===== config.mk =====
export PLATFORM = sky130hd
export DESIGN_NAME = boosted_reg_bank
export DESIGN_NICKNAME = d
export VERILOG_FILES = /design/src/rtl/boosted_reg_bank.sv
export SDC_FILE = /design/constraint.sdc
export NUM_CORES = 1
export LEC_CHECK = 0
export ABC_AREA = 1
export CORE_ASPECT_RATIO = 1.4
export CORE_MARGIN = 1.5
export CORE_UTILIZATION = 59
export DETAILED_ROUTE_END_ITERATION = 8
export PLACE_DENSITY = 0.86
export SLEW_MARGIN = 20
export SYNTH_ARGS = -nofsm -noshare
export SYNTH_HDL_FRONTEND = slang
export SYNTH_SLANG_ARGS = --single-unit

===== constraint.sdc =====
create_clock -name clk -period 3.61 [get_ports clk]
set_clock_uncertainty 0.15 [all_clocks]
set_input_delay 0.5415 -clock clk [delete_from_list [all_inputs] [get_ports clk]]
set_output_delay 0.5415 -clock clk [all_outputs]
set_load 0.02 [all_outputs]

===== src/rtl/boosted_reg_bank.sv =====
// ============================================================================
// Module  : boosted_reg_bank
// Purpose : 2R/1W register bank with write->read bypass and a one-register-
//           per-cycle clear sweep. Option macro: REG_BANK_ZERO_REG_EN
//           (reg[0] hardwired to zero).
// Revision: 1.0 - initial release
// ============================================================================
`default_nettype none

module boosted_reg_bank #(
   parameter int DATA_W = 8,
   parameter int ADDR_W = 3
) (
   input  logic              clk,
   input  logic              rst,
   input  logic              wr_en,
   input  logic [ADDR_W-1:0] wr_addr,
   input  logic [DATA_W-1:0] wr_data,
   input  logic [ADDR_W-1:0] rd_addr_a,
   input  logic [ADDR_W-1:0] rd_addr_b,
   output logic [DATA_W-1:0] rd_data_a,
   output logic [DATA_W-1:0] rd_data_b,
   input  logic              clr_req,
   output logic              clr_busy,
   output logic              clr_done
);

   localparam int                DEPTH    = 2 ** ADDR_W;
   localparam logic [ADDR_W-1:0] LAST_PTR = {ADDR_W{1'b1}};

   typedef enum logic [1:0] {
      ST_IDLE  = 2'd0,
      ST_CLEAR = 2'd1,
      ST_DONE  = 2'd2
   } state_t;

   state_t            state_q,     state_d;
   logic [ADDR_W-1:0] clr_ptr_q,   clr_ptr_d;
   logic              clr_busy_q,  clr_busy_d;
   logic              clr_done_q,  clr_done_d;
   logic [DATA_W-1:0] rd_data_a_q, rd_data_a_d;
   logic [DATA_W-1:0] rd_data_b_q, rd_data_b_d;
   logic [DATA_W-1:0] mem_q [DEPTH];
   logic [DATA_W-1:0] mem_d [DEPTH];

   logic wr_blocked;
   logic wr_ok;
   logic clr_ok;

`ifdef REG_BANK_ZERO_REG_EN
   assign wr_blocked = (wr_addr == '0);
`else
   assign wr_blocked = 1'b0;
`endif

   // Writes and the clear sweep never overlap: writes only land while idle.
   assign wr_ok  = wr_en && (state_q == ST_IDLE) && !wr_blocked;
   assign clr_ok = (state_q == ST_CLEAR);

   always_comb begin
      state_d   = state_q;
      clr_ptr_d = clr_ptr_q;
      case (state_q)
         ST_IDLE: begin
            if (clr_req) begin
               state_d   = ST_CLEAR;
               clr_ptr_d = '0;
            end
         end
         ST_CLEAR: begin
            clr_ptr_d = clr_ptr_q + 1'b1;
            if (clr_ptr_q == LAST_PTR) begin
               state_d = ST_DONE;
            end
         end
         ST_DONE: begin
            state_d = ST_IDLE;
         end
         default: begin
            state_d = ST_IDLE;
         end
      endcase
      // Status flags are registered copies of the upcoming state.
      clr_busy_d = (state_d != ST_IDLE);
      clr_done_d = (state_d == ST_DONE);
   end

   always_comb begin
      for (int i = 0; i < DEPTH; i++) begin
         mem_d[i] = mem_q[i];
         if (wr_ok && (wr_addr == ADDR_W'(i))) begin
            mem_d[i] = wr_data;
         end
         if (clr_ok && (clr_ptr_q == ADDR_W'(i))) begin
            mem_d[i] = '0;
         end
      end
   end

   // Reads see this cycle's write or clear, not the stale contents.
   always_comb begin
      rd_data_a_d = mem_q[rd_addr_a];
      if (wr_ok && (wr_addr == rd_addr_a)) begin
         rd_data_a_d = wr_data;
      end
      if (clr_ok && (clr_ptr_q == rd_addr_a)) begin
         rd_data_a_d = '0;
      end

      rd_data_b_d = mem_q[rd_addr_b];
      if (wr_ok && (wr_addr == rd_addr_b)) begin
         rd_data_b_d = wr_data;
      end
      if (clr_ok && (clr_ptr_q == rd_addr_b)) begin
         rd_data_b_d = '0;
      end
   end

   always_ff @(posedge clk or posedge rst) begin
      if (rst) begin
         state_q     <= ST_IDLE;
         clr_ptr_q   <= '0;
         clr_busy_q  <= 1'b0;
         clr_done_q  <= 1'b0;
         rd_data_a_q <= '0;
         rd_data_b_q <= '0;
         for (int i = 0; i < DEPTH; i++) begin
            mem_q[i] <= '0;
         end
      end else begin
         state_q     <= state_d;
         clr_ptr_q   <= clr_ptr_d;
         clr_busy_q  <= clr_busy_d;
         clr_done_q  <= clr_done_d;
         rd_data_a_q <= rd_data_a_d;
         rd_data_b_q <= rd_data_b_d;
         mem_q       <= mem_d;
      end
   end

   assign rd_data_a = rd_data_a_q;
   assign rd_data_b = rd_data_b_q;
   assign clr_busy  = clr_busy_q;
   assign clr_done  = clr_done_q;

endmodule

`default_nettype wire


==> impl_results.html, run 1 <==
<table>
<tr><th>Metric</th><th>Value</th></tr>
<tr><th colspan="2">Status</th></tr>
<tr><td>Result of the run</td><td>completed</td></tr>
<tr><th colspan="2">Clock tree</th></tr>
<tr><td>CTS tree</td><td>built</td></tr>
<tr><td>Number of buffers inserted during clock tree synthesis</td><td>9</td></tr>
<tr><td>Clk root buf</td><td>clkbuf_16</td></tr>
<tr><td>Htree depth</td><td>3</td></tr>
<tr><td>Post CTS Setup Buffer Count</td><td>0</td></tr>
<tr><td>Number of resized instances in the post-cts repair step</td><td>0</td></tr>
<tr><td>Worst-skew pair later-pin latency</td><td>0.35 ns</td></tr>
<tr><td>Clock Pin Slew Worst Setup and Hold Paths</td><td>0.06 ns</td></tr>
<tr><td>Largest buffer count on any clock path</td><td>2</td></tr>
<tr><td>Count of clock tree sinks</td><td>87</td></tr>
<tr><td>Hold Buf Count CTS</td><td>0</td></tr>
<tr><th colspan="2">Synthesis</th></tr>
<tr><td>Number of flops mapped to enable cells by yosys</td><td>0</td></tr>
<tr><td>Proportion of synthesized chip area in sequential cells</td><td>0.4427</td></tr>
<tr><td>Synthesis warning total</td><td>0</td></tr>
<tr><td>Synth top cells by count</td><td>nand2_1 (223), nand3_1 (167), dfrtp_1 (87)</td></tr>
<tr><td>Area of the mapped netlist</td><td>0.004917 sq mm</td></tr>
<tr><td>Cells taking the most area after synthesis</td><td>dfrtp_1 (44%), nand2_1 (17%), nand3_1 (17%), o21ai_0 (5.5%), nor2_1 (4.5%)</td></tr>
<tr><td>Most frequent cell after synthesis</td><td>nand2_1</td></tr>
<tr><td>Post-synthesis net count</td><td>711</td></tr>
<tr><td>Number of synthesized register bits</td><td>87</td></tr>
<tr><td>Fraction of synthesized cell area taken by the top area cell type</td><td>0.4427</td></tr>
<tr><td>Most frequently used flop master after synthesis</td><td>dfrtp_1</td></tr>
<tr><td>Number of unique standard cell types used by synthesis</td><td>24</td></tr>
<tr><td>Synthesized instance count</td><td>684</td></tr>
<tr><td>Async set or reset register ratio after synthesis</td><td>1.000</td></tr>
<tr><td>Post-Synthesis Mean Instance Area</td><td>7.189 sq um</td></tr>
<tr><td>Cell type with the largest total area after synthesis</td><td>dfrtp_1</td></tr>
<tr><th colspan="2">Setup path</th></tr>
<tr><td>Buffering stage count on the worst path with inverters included</td><td>2</td></tr>
<tr><td>CP startpoint kind</td><td>input port</td></tr>
<tr><td>Cell depth of the worst flop-to-flop path</td><td>7</td></tr>
<tr><td>Critical path start-end classification</td><td>in2reg</td></tr>
<tr><td>Critical path's largest stage delay</td><td>0.48 ns</td></tr>
<tr><td>Crit-path slowest cell</td><td>inv_2</td></tr>
<tr><td>CP arrival</td><td>2.32 ns</td></tr>
<tr><td>End of the worst register-to-register path</td><td>mem_q[30]</td></tr>
<tr><td>Reg-to-reg startpoint</td><td>clr_ptr_q[0]</td></tr>
<tr><td>CP Capture Point</td><td>rd_data_a[0]</td></tr>
<tr><td>Crit path cell chain</td><td>clkdlybuf4s50_1, inv_2, nor2_1, nor3_1, nand2_1, nand2_1, nor2_1</td></tr>
<tr><td>Worst path depth</td><td>7</td></tr>
<tr><td>Worst setup path startpoint</td><td>rd_addr_a[0]</td></tr>
<tr><td>CP Data Required Time</td><td>3.69 ns</td></tr>
<tr><td>Endpoint kind of the worst setup timing path</td><td>flip-flop</td></tr>
<tr><td>Reg-to-reg slack, setup</td><td>1.83 ns</td></tr>
<tr><td>Crit-path leading delay family</td><td>buffers and inverters</td></tr>
<tr><td>Critical path peak fanout</td><td>34</td></tr>
<tr><th colspan="2">Place</th></tr>
<tr><td>Final HPWL DP</td><td>10510 um</td></tr>
<tr><td>GPL Wtd Cong</td><td>1.031</td></tr>
<tr><td>Number of buffers inserted by port buffering</td><td>38</td></tr>
<tr><td>Area of placed instances</td><td>0.005305 sq mm</td></tr>
<tr><td>Placed Cells incl. Taps</td><td>798</td></tr>
<tr><td>Worst setup timing slack at the placement stage</td><td>1.111 ns</td></tr>
<tr><th colspan="2">STA</th></tr>
<tr><td>Max-slew violation count</td><td>0</td></tr>
<tr><td>Hold Vio Cnt, Final</td><td>0</td></tr>
<tr><td>Endpoints failing setup</td><td>0</td></tr>
<tr><td>Unrepaired setup endpoints after global routing</td><td>false</td></tr>
<tr><td>Fin crit period</td><td>2.241 ns</td></tr>
<tr><td>Slack of the critical path</td><td>1.369 ns</td></tr>
<tr><td>Crit share post-route</td><td>0.6208</td></tr>
<tr><td>Sum of negative setup slack</td><td>0 ns</td></tr>
<tr><td>Worst Tran Pin Value</td><td>0.7007 ns</td></tr>
<tr><td>Achievable Freq</td><td>446.2 MHz</td></tr>
<tr><td>Worst-case headroom to the max-slew limit</td><td>0.5323</td></tr>
<tr><th colspan="2">Worst hold path</th></tr>
<tr><td>Hold WC Path Type</td><td>reg2reg</td></tr>
<tr><th colspan="2">Finish</th></tr>
<tr><td>Final layout net count</td><td>734</td></tr>
<tr><td>Ratio of cells with drive above 1 in the final layout</td><td>0.06461</td></tr>
<tr><td>Area grow syn2layout</td><td>13.94%</td></tr>
<tr><td>Count of non-filler cells in the finished layout</td><td>814</td></tr>
<tr><td>Count of antenna diodes in the layout</td><td>0</td></tr>
<tr><td>Fill cell count</td><td>687</td></tr>
<tr><td>Post-route cell area</td><td>0.005603 sq mm</td></tr>
<tr><td>Storage element area</td><td>0.002177 sq mm</td></tr>
<tr><td>Combined area of the multi-input logic cells</td><td>0.002445 sq mm</td></tr>
<tr><th colspan="2">Routing</th></tr>
<tr><td>Detailed-routing iteration count for the pre-antenna-repair pass</td><td>5</td></tr>
<tr><td>DRT antenna net count</td><td>0</td></tr>
<tr><td>Total number of vias</td><td>4964</td></tr>
<tr><td>Residual DRC count</td><td>0</td></tr>
<tr><td>Wirelength, routed</td><td>14860 um</td></tr>
<tr><td>Mean number of vias per cell</td><td>6.098</td></tr>
<tr><td>Count of routing violations after the opening detailed-route iteration</td><td>640</td></tr>
<tr><td>Routed length per placed instance</td><td>18.26 um</td></tr>
<tr><th colspan="2">Power and ir drop</th></tr>
<tr><td>Sequential group share of total power</td><td>0.413</td></tr>
<tr><td>Clock Power Share</td><td>0.251</td></tr>
<tr><td>Sw Share</td><td>0.3874</td></tr>
<tr><td>Internal power</td><td>2.272 mW</td></tr>
<tr><td>Power Total</td><td>3.708 mW</td></tr>
<tr><td>Relative contribution of combinational cells to total power</td><td>0.335</td></tr>
<tr><td>Power per Cell Area</td><td>661.9 mW/mm^2</td></tr>
<tr><td>Net Switching</td><td>1.437 mW</td></tr>
<tr><td>LEAKAGE</td><td>2.687 nW</td></tr>
<tr><td>Maximum VDD drop</td><td>0.4503 mV</td></tr>
<tr><th colspan="2">Floorplanning</th></tr>
<tr><td>Initial core utilization</td><td>0.6070</td></tr>
<tr><td>Die extent in y</td><td>111.0 um</td></tr>
<tr><td>Total I/O pin count</td><td>39</td></tr>
<tr><td>Die ar.</td><td>0.008898 sq mm</td></tr>
<tr><td>Core Box Area</td><td>0.008100 sq mm</td></tr>
<tr><td>Num rows</td><td>39</td></tr>
<tr><td>Overall die width</td><td>80.16 um</td></tr>
<tr><th colspan="2">GRT</th></tr>
<tr><td>Wire length of the first global-routing pass</td><td>23960 um</td></tr>
<tr><td>Number of antenna violations at the first check in global routing</td><td>0</td></tr>
<tr><td>GR Overflow Total</td><td>0</td></tr>
<tr><td>Vias in the first global route</td><td>4530</td></tr>
<tr><td>Pin count of the biggest net entering global routing</td><td>49</td></tr>
<tr><td>GRT Overall Usage</td><td>0.3566</td></tr>
<tr><th colspan="2">Run</th></tr>
<tr><td>Max-cap viol count</td><td>0</td></tr>
</table>
[metal layers]
| metal | track usage | up-vias | part of all wire | routed length, um |
|---|---|---|---|---|
| li1 | - | 2296 | - | - |
| met1 | 0.5054 | 2338 | 0.41 | 6164 |
| met2 | 0.5317 | 291 | 0.46 | 6872 |
| met3 | 0.04362 | 39 | 0.078 | 1165 |
| met4 | 0.1839 | 0 | 0.045 | 662 |
| met5 | 0 | - | 0 | 0 |
[cells in the final DEF (no fill, tap or decap), types with 2 or more instances in the layout]
cell             instances
nor2_4                   4
nand2_1                223
o22ai_1                  2
clkinvlp_4               4
o21ai_1                  4
buf_4                    5
nand2_2                  3
clkbuf_16                9
inv_1                   18
nor2_1                  59
clkdlybuf4s50_1         38
o21ai_0                 54
ha_1                     6
a21oi_1                  3
nand3_4                  2
nand3_1                167
inv_2                   12
dfrtp_1                 87
nand3_2                  3
[kinds of logic (layout without fill, tap and decap cells)]
| logic type | Yosys count | in the layout | synth area share |
|---|---|---|---|
| compound gates | 63 | 63 | 0.06463 |
| buf+inv | 63 | 91 | 0.06005 |
| flops | 87 | 87 | 0.4427 |
| fa+ha+maj | 6 | 6 | 0.01527 |
| simple gates | 463 | 463 | 0.4137 |
| xor+xnor | 2 | 2 | 0.003563 |
[through the flow]
stage | hold WS, ns | util
2_1_floorplan | 0.3124 | -
3_3_place_gp | 0.3280 | 0.6549
3_5_place_dp | 0.3411 | 0.6549
4_1_cts | 0.3496 | 0.6917
5_1_grt | 0.3844 | 0.6917
6_report | 0.3454 | 0.6917
[worst reg2reg max path: stages (launching register included)]
cell and delay (ns):
dfrtp_1 0.44, inv_1 0.17, ha_1 0.25, nand3_4 0.16
nand2_2 0.23, inv_2 0.12, nand2_1 0.09, nand2_1 0.06
[sequential cells by signal, indices dropped and copies added, names as in the netlist]
register,cells
mem_q,64
clr_ptr_q,3
state_q,2
rd_data_a,8
clr_busy,1
rd_data_b,8
clr_done,1
[area by class of cell]
cell class,count,area share
Timing Repair Buffer,44,0.07816
Inverter,31,0.02099
Multi-Input combinational cell,534,0.4364
Sequential cell,87,0.3886
Clock inverter,6,0.01228
Tap cell,102,0.02278
Clock buffer,10,0.04087
[how the worst min path moves through the flow]
stage,cells after the start,to,from,slack [ns]
3_5_place_dp,1,state_q[0],state_q[0],0.34
6_report,1,state_q[0],state_q[0],0.35
2_1_floorplan,1,state_q[0],state_q[0],0.31
4_1_cts,1,state_q[0],state_q[0],0.35
5_1_grt,1,state_q[0],state_q[0],0.38
3_3_place_gp,1,state_q[0],state_q[0],0.33
[power by group through the flow]
stage / Clock, mW / Sequential (mW) / Combinational, mW
6_report: 0.933 / 1.53 / 1.24
2_1_floorplan: 0 / 1.53 / 0.792
3_5_place_dp: 0 / 1.53 / 1.22
3_3_place_gp: 0 / 1.52 / 1.18
5_1_grt: 0.977 / 1.56 / 1.39
4_1_cts: 0.933 / 1.52 / 1.23
No activity file was read; power rests on OpenSTA's default activity.
==> run 2, diff against run 1 <==
==> constraint.sdc (replaced) <==
create_clock -name clk -period 2.2 [get_ports clk]
set_clock_uncertainty 0.15 [all_clocks]
set_input_delay 0.33 -clock clk [delete_from_list [all_inputs] [get_ports clk]]
set_output_delay 0.33 -clock clk [all_outputs]
set_load 0.02 [all_outputs]
==> impl_results.html, run 2 (synthesis results as in run 1) <==
<table>
<tr><th>Metric</th><th>Value</th></tr>
<tr><th colspan="2">Routing</th></tr>
<tr><td>Count of routing violations after the opening detailed-route iteration</td><td>552</td></tr>
<tr><td>Mean number of vias per cell</td><td>5.996</td></tr>
<tr><td>Residual DRC count</td><td>0</td></tr>
<tr><td>Total number of vias</td><td>4941</td></tr>
<tr><td>Routed length per placed instance</td><td>18.55 um</td></tr>
<tr><td>Wirelength, routed</td><td>15290 um</td></tr>
<tr><td>Detailed-routing iteration count for the pre-antenna-repair pass</td><td>6</td></tr>
<tr><td>DRT antenna net count</td><td>0</td></tr>
<tr><th colspan="2">Clock tree</th></tr>
<tr><td>Htree depth</td><td>3</td></tr>
<tr><td>Clk root buf</td><td>clkbuf_16</td></tr>
<tr><td>Number of buffers inserted during clock tree synthesis</td><td>9</td></tr>
<tr><td>Clock Pin Slew Worst Setup and Hold Paths</td><td>0.06 ns</td></tr>
<tr><td>Largest buffer count on any clock path</td><td>2</td></tr>
<tr><td>Worst-skew pair later-pin latency</td><td>0.34 ns</td></tr>
<tr><td>Post CTS Setup Buffer Count</td><td>0</td></tr>
<tr><td>Hold Buf Count CTS</td><td>0</td></tr>
<tr><td>Number of resized instances in the post-cts repair step</td><td>0</td></tr>
<tr><td>Count of clock tree sinks</td><td>87</td></tr>
<tr><td>CTS tree</td><td>built</td></tr>
<tr><th colspan="2">Floorplanning</th></tr>
<tr><td>Die extent in y</td><td>111.0 um</td></tr>
<tr><td>Total I/O pin count</td><td>39</td></tr>
<tr><td>Die ar.</td><td>0.008898 sq mm</td></tr>
<tr><td>Initial core utilization</td><td>0.6070</td></tr>
<tr><td>Overall die width</td><td>80.16 um</td></tr>
<tr><td>Num rows</td><td>39</td></tr>
<tr><td>Core Box Area</td><td>0.008100 sq mm</td></tr>
<tr><th colspan="2">Setup path</th></tr>
<tr><td>Crit path cell chain</td><td>inv_1, ha_1, nand3_1, nand3_1, o21ai_0</td></tr>
<tr><td>CP startpoint kind</td><td>flip-flop</td></tr>
<tr><td>Most frequent cell on the critical path</td><td>nand3_1</td></tr>
<tr><td>CP Data Required Time</td><td>2.25 ns</td></tr>
<tr><td>Critical path's largest stage delay</td><td>0.45 ns</td></tr>
<tr><td>Critical path start-end classification</td><td>reg2reg</td></tr>
<tr><td>Crit-path slowest cell</td><td>dfrtp_1</td></tr>
<tr><td>Critical path peak fanout</td><td>8</td></tr>
<tr><td>CP arrival</td><td>1.86 ns</td></tr>
<tr><td>Endpoint kind of the worst setup timing path</td><td>flip-flop</td></tr>
<tr><th colspan="2">Finish</th></tr>
<tr><td>Fill cell count</td><td>684</td></tr>
<tr><td>Area grow syn2layout</td><td>16.21%</td></tr>
<tr><td>Commonest non-fill, non-tap cell in the layout</td><td>nand2_1</td></tr>
<tr><td>Count of non-filler cells in the finished layout</td><td>824</td></tr>
<tr><td>Storage element area</td><td>0.002177 sq mm</td></tr>
<tr><td>Ratio of cells with drive above 1 in the final layout</td><td>0.07756</td></tr>
<tr><td>Combined area of the multi-input logic cells</td><td>0.002445 sq mm</td></tr>
<tr><td>Largest Register</td><td>mem_q</td></tr>
<tr><td>Max FFs per register</td><td>64</td></tr>
<tr><td>Commonest cells after routing, fill and taps aside</td><td>nand2_1 (223), nand3_1 (167), dfrtp_1 (87), nor2_1 (59), o21ai_0 (54)</td></tr>
<tr><td>Final layout net count</td><td>745</td></tr>
<tr><td>Count of antenna diodes in the layout</td><td>0</td></tr>
<tr><th colspan="2">Power and ir drop</th></tr>
<tr><td>Power Total</td><td>6.121 mW</td></tr>
<tr><td>LEAKAGE</td><td>2.758 nW</td></tr>
<tr><td>Power per Cell Area</td><td>1071 mW/mm^2</td></tr>
<tr><td>Maximum VDD drop</td><td>0.9468 mV</td></tr>
<tr><th colspan="2">GRT</th></tr>
<tr><td>Vias in the first global route</td><td>4682</td></tr>
<tr><td>GRT Overall Usage</td><td>0.3697</td></tr>
<tr><td>GR Overflow Total</td><td>0</td></tr>
<tr><td>Wire length of the first global-routing pass</td><td>24490 um</td></tr>
<tr><td>Number of antenna violations at the first check in global routing</td><td>0</td></tr>
<tr><td>Pin count of the biggest net entering global routing</td><td>88</td></tr>
<tr><th colspan="2">Status</th></tr>
<tr><td>Result of the run</td><td>completed</td></tr>
<tr><th colspan="2">STA</th></tr>
<tr><td>Hold Vio Cnt, Final</td><td>0</td></tr>
<tr><td>Worst-case headroom to the max-slew limit</td><td>0.6496</td></tr>
<tr><td>Endpoints failing setup</td><td>0</td></tr>
<tr><td>Achievable Freq</td><td>552.8 MHz</td></tr>
<tr><td>Worst Tran Pin Value</td><td>0.5251 ns</td></tr>
<tr><td>Max-slew violation count</td><td>0</td></tr>
<tr><td>Unrepaired setup endpoints after global routing</td><td>false</td></tr>
<tr><td>Sum of negative setup slack</td><td>0 ns</td></tr>
<tr><td>Fin crit period</td><td>1.809 ns</td></tr>
<tr><td>Crit share post-route</td><td>0.8223</td></tr>
<tr><th colspan="2">Place</th></tr>
<tr><td>GPL Wtd Cong</td><td>1.026</td></tr>
<tr><td>Placed Cells incl. Taps</td><td>809</td></tr>
<tr><td>Number of buffers inserted by port buffering</td><td>38</td></tr>
<tr><td>Final HPWL DP</td><td>10800 um</td></tr>
<tr><th colspan="2">Worst hold path</th></tr>
<tr><td>Hold WC Path Type</td><td>in2async</td></tr>
<tr><th colspan="2">Run</th></tr>
<tr><td>Max-cap viol count</td><td>0</td></tr>
</table>
run 2: cell type report:
cell class,instances,share of cell area
multi-input combinational,534,0.4279
sequential,87,0.3810
timing repair buffer,55,0.09547
clock buffer,12,0.04489
tap,102,0.02233
inverter,31,0.02102
clock inverter,3,0.007445
run 2: layer usage:
layer / vias up / track usage / wire [um]
met3: 59 / 0.08642 / 1393
met5: - / 0 / 0
met2: 278 / 0.5507 / 7054
met4: 0 / 0.1851 / 774
li1: 2321 / - / -
met1: 2283 / 0.5005 / 6065
run 2: final timing paths:
kind | start | endpoint | slack [ns] | cells after the start
max | clr_ptr_q[0] | mem_q[63] | 0.39 | 5
max in group asynchronous | rst | mem_q[16] | 1.22 | 3
max reg2reg | clr_ptr_q[0] | mem_q[63] | 0.39 | 5
min | rst | mem_q[53] | 0.31 | 3
min reg2reg | state_q[0] | state_q[0] | 0.35 | 1
min in group clk | state_q[0] | state_q[0] | 0.35 | 1
run 2: through the flow:
stage                     setup slack [ns]  instance area (sq um)  hold WS, ns    util
after floorplan                     0.7122                   4921       0.3124       -
after global placement              0.1602                   5415       0.3371  0.6685
after detailed placement            0.1291                   5415       0.3464  0.6685
after CTS                           0.4237                   5714       0.3442  0.7054
after global routing                0.2658                   5714       0.3618  0.7054
final                               0.3910                   5714       0.3135  0.7054
run 2: critical path, delay by kind of cell, from the launching register on:
family / cells / cell delay (ns)
flops: 1 / 0.45
simple gates: 2 / 0.54
fa+ha+maj: 1 / 0.24
buf+inv: 1 / 0.19
compound gates: 1 / 0.10
run 2: power by group:
group	switching [mW]	leakage (nW)	total, mW	internal, mW
Sequential	0.439	1.16	2.53	2.09
Combinational	1.29	1.45	2.06	0.773
Clock	0.598	0.145	1.53	0.933
Total	2.32	2.76	6.12	3.80
==> run 3, diff against run 2 <==
--- a/config.mk
+++ b/config.mk
@@ -8,9 +8,9 @@
 export ABC_AREA = 1
 export CORE_ASPECT_RATIO = 1.4
 export CORE_MARGIN = 1.5
-export CORE_UTILIZATION = 59
+export CORE_UTILIZATION = 53
 export DETAILED_ROUTE_END_ITERATION = 8
-export PLACE_DENSITY = 0.86
+export PLACE_DENSITY = 0.82
 export SLEW_MARGIN = 20
 export SYNTH_ARGS = -nofsm -noshare
 export SYNTH_HDL_FRONTEND = slang
==> constraint.sdc (replaced) <==
create_clock -name clk -period 1.66 [get_ports clk]
set_clock_uncertainty 0.15 [all_clocks]
set_input_delay 0.249 -clock clk [delete_from_list [all_inputs] [get_ports clk]]
set_output_delay 0.249 -clock clk [all_outputs]
set_load 0.02 [all_outputs]
==> impl_results.html, run 3 (synthesis results as in run 1) <==
<table>
<tr><th>Metric</th><th>Value</th></tr>
<tr><th colspan="2">Floorplanning</th></tr>
<tr><td>Overall die width</td><td>84.41 um</td></tr>
<tr><td>Num rows</td><td>41</td></tr>
<tr><td>Die extent in y</td><td>117.0 um</td></tr>
<tr><td>Die ar.</td><td>0.009873 sq mm</td></tr>
<tr><td>Core Box Area</td><td>0.009029 sq mm</td></tr>
<tr><td>Total I/O pin count</td><td>39</td></tr>
<tr><td>Initial core utilization</td><td>0.5446</td></tr>
<tr><th colspan="2">Finish</th></tr>
<tr><td>Commonest cells after routing, fill and taps aside</td><td>nand2_1 (222), nand3_1 (166), dfrtp_1 (87), nor2_1 (58), o21ai_0 (54)</td></tr>
<tr><td>Storage element area</td><td>0.002177 sq mm</td></tr>
<tr><td>Ratio of cells with drive above 1 in the final layout</td><td>0.1454</td></tr>
<tr><td>Combined area of the multi-input logic cells</td><td>0.002471 sq mm</td></tr>
<tr><td>Fill cell count</td><td>765</td></tr>
<tr><td>Area grow syn2layout</td><td>29.69%</td></tr>
<tr><td>Final layout net count</td><td>799</td></tr>
<tr><td>Max FFs per register</td><td>64</td></tr>
<tr><td>Count of antenna diodes in the layout</td><td>0</td></tr>
<tr><td>Count of non-filler cells in the finished layout</td><td>884</td></tr>
<tr><td>Largest Register</td><td>mem_q</td></tr>
<tr><td>Commonest non-fill, non-tap cell in the layout</td><td>nand2_1</td></tr>
<tr><th colspan="2">Routing</th></tr>
<tr><td>Met3 routed WL</td><td>1245 um</td></tr>
<tr><td>Total number of vias</td><td>5136</td></tr>
<tr><td>Detailed-routing iteration count for the pre-antenna-repair pass</td><td>5</td></tr>
<tr><td>Mean number of vias per cell</td><td>5.810</td></tr>
<tr><td>DRT antenna net count</td><td>0</td></tr>
<tr><td>Highest metal layer used by the detailed router</td><td>met4</td></tr>
<tr><td>Routed length per placed instance</td><td>18.36 um</td></tr>
<tr><td>Count of routing violations after the opening detailed-route iteration</td><td>528</td></tr>
<tr><td>Met1 Wirelength</td><td>6717 um</td></tr>
<tr><td>Routed wl met2</td><td>7613 um</td></tr>
<tr><td>Residual DRC count</td><td>0</td></tr>
<tr><td>Wirelength, routed</td><td>16230 um</td></tr>
<tr><th colspan="2">Setup path</th></tr>
<tr><td>Crit path cell chain</td><td>inv_1, nand2_1, inv_4, buf_4, nand2_1, nand3_1, o21ai_0</td></tr>
<tr><td>CP Data Required Time</td><td>1.72 ns</td></tr>
<tr><td>Critical path's largest stage delay</td><td>0.37 ns</td></tr>
<tr><td>CP arrival</td><td>1.67 ns</td></tr>
<tr><td>Reg-to-reg slack, setup</td><td>0.05 ns</td></tr>
<tr><td>Critical path start-end classification</td><td>reg2reg</td></tr>
<tr><td>Critical path peak fanout</td><td>9</td></tr>
<tr><td>Crit-path slowest cell</td><td>dfrtp_1</td></tr>
<tr><td>Most frequent cell on the critical path</td><td>nand2_1</td></tr>
<tr><td>Endpoint kind of the worst setup timing path</td><td>flip-flop</td></tr>
<tr><td>CP startpoint kind</td><td>flip-flop</td></tr>
<tr><th colspan="2">Place</th></tr>
<tr><td>Final HPWL DP</td><td>11960 um</td></tr>
<tr><td>GPL Wtd Cong</td><td>1.026</td></tr>
<tr><td>Number of buffers inserted by port buffering</td><td>38</td></tr>
<tr><td>Placed Cells incl. Taps</td><td>865</td></tr>
<tr><th colspan="2">STA</th></tr>
<tr><td>Max-slew violation count</td><td>0</td></tr>
<tr><td>Crit share post-route</td><td>0.9708</td></tr>
<tr><td>Fin crit period</td><td>1.612 ns</td></tr>
<tr><td>Achievable Freq</td><td>620.5 MHz</td></tr>
<tr><td>Sum of negative setup slack</td><td>0 ns</td></tr>
<tr><td>Hold Vio Cnt, Final</td><td>0</td></tr>
<tr><td>Endpoints failing setup</td><td>0</td></tr>
<tr><td>Worst Tran Pin Value</td><td>0.3142 ns</td></tr>
<tr><td>Worst-case headroom to the max-slew limit</td><td>0.7902</td></tr>
<tr><th colspan="2">GRT</th></tr>
<tr><td>Vias in the first global route</td><td>4832</td></tr>
<tr><td>GR Overflow Total</td><td>0</td></tr>
<tr><td>Pin count of the biggest net entering global routing</td><td>46</td></tr>
<tr><td>Wire length of the first global-routing pass</td><td>25750 um</td></tr>
<tr><td>Number of antenna violations at the first check in global routing</td><td>0</td></tr>
<tr><td>GRT Overall Usage</td><td>0.3408</td></tr>
<tr><th colspan="2">Clock tree</th></tr>
<tr><td>Count of clock tree sinks</td><td>87</td></tr>
<tr><td>Largest buffer count on any clock path</td><td>2</td></tr>
<tr><td>CTS tree</td><td>built</td></tr>
<tr><td>Clk root buf</td><td>clkbuf_16</td></tr>
<tr><td>Clock Pin Slew Worst Setup and Hold Paths</td><td>0.06 ns</td></tr>
<tr><td>Htree depth</td><td>3</td></tr>
<tr><td>Number of buffers inserted during clock tree synthesis</td><td>9</td></tr>
<tr><td>Worst-skew pair later-pin latency</td><td>0.35 ns</td></tr>
<tr><th colspan="2">Worst hold path</th></tr>
<tr><td>Hold WC Path Type</td><td>in2reg</td></tr>
<tr><th colspan="2">Run</th></tr>
<tr><td>Max-cap viol count</td><td>0</td></tr>
<tr><th colspan="2">Status</th></tr>
<tr><td>Result of the run</td><td>completed</td></tr>
<tr><th colspan="2">Power and ir drop</th></tr>
<tr><td>LEAKAGE</td><td>3.239 nW</td></tr>
<tr><td>Power per Cell Area</td><td>1364 mW/mm^2</td></tr>
<tr><td>Power Total</td><td>8.701 mW</td></tr>
<tr><td>Maximum VDD drop</td><td>1.013 mV</td></tr>
</table>
run 3: changes by cell type in the layout (fill, tap and decap cells not counted), moves of 8 or more:
cell	previous run	this run
buf_12	3	18
dlygate4sd2_1	0	11
buf_4	14	52
dlymetal6s2s_1	0	8
clkdlybuf4s50_1	38	19
run 3: critical path, delay by kind of cell (launching register included):
kind / cells / cell delay, ns
DFF: 1 / 0.37
buffers and inverters: 3 / 0.39
AOI/OAI and AO/OA: 1 / 0.12
and+or+nand+nor: 3 / 0.45
run 3: metrics by stage:
stage	cell area (sq um)	utilization	worst slack, ns	hold slack (ns)
final	6377	0.7063	0.04847	0.3346
after detailed placement	5992	0.6637	-0.2547	0.3357
after global routing	6377	0.7063	-0.03291	0.3616
after floorplan	4921	-	0.1994	0.2367
after global placement	5992	0.6637	-0.2046	0.3259
after CTS	6314	0.6993	0.0001609	0.3364
run 3: where the power goes:
group	internal [mW]	switching, mW	total, mW	leakage [nW]
logic	1.30	1.90	3.19	1.92
registers	2.77	0.517	3.29	1.16
clock network	1.40	0.818	2.22	0.160
run 3: per-layer routing:
layer | vias up | track usage
li1 | 2427 | -
met1 | 2379 | 0.4654
met2 | 286 | 0.5440
met3 | 44 | 0.03717
met4 | 0 | 0.1731
met5 | - | 0
run 3: path summary, 6_finish.rpt:
path	start	endpoint	depth (start not counted)
setup / recovery	state_q[1]	mem_q[38]	7
max in group asynchronous	rst	mem_q[13]	4
hold / removal	wr_data[0]	mem_q[24]	3
hold reg to reg	state_q[0]	state_q[0]	1
min in group asynchronous	rst	mem_q[56]	3
setup reg to reg	state_q[1]	mem_q[38]	7
run 3: area by class of cell:
class,instances,share of cell area
multi-input cells,534,0.3875
flip-flops and latches,87,0.3414
repair buffers,109,0.1799
clock buffers,13,0.04081
well taps,107,0.02099
inverters,31,0.01923
clock inverters,3,0.01020
run 3: repair_timing:
item | CTS | global route
gates resized for setup | 11 | 15
endpoints found under the setup margin | 11 | 30
pin swaps | 0 | 1
buffers inserted | 0 | 2
hold endpoints to repair | 1 | 0
hold buffers | 1 | 0
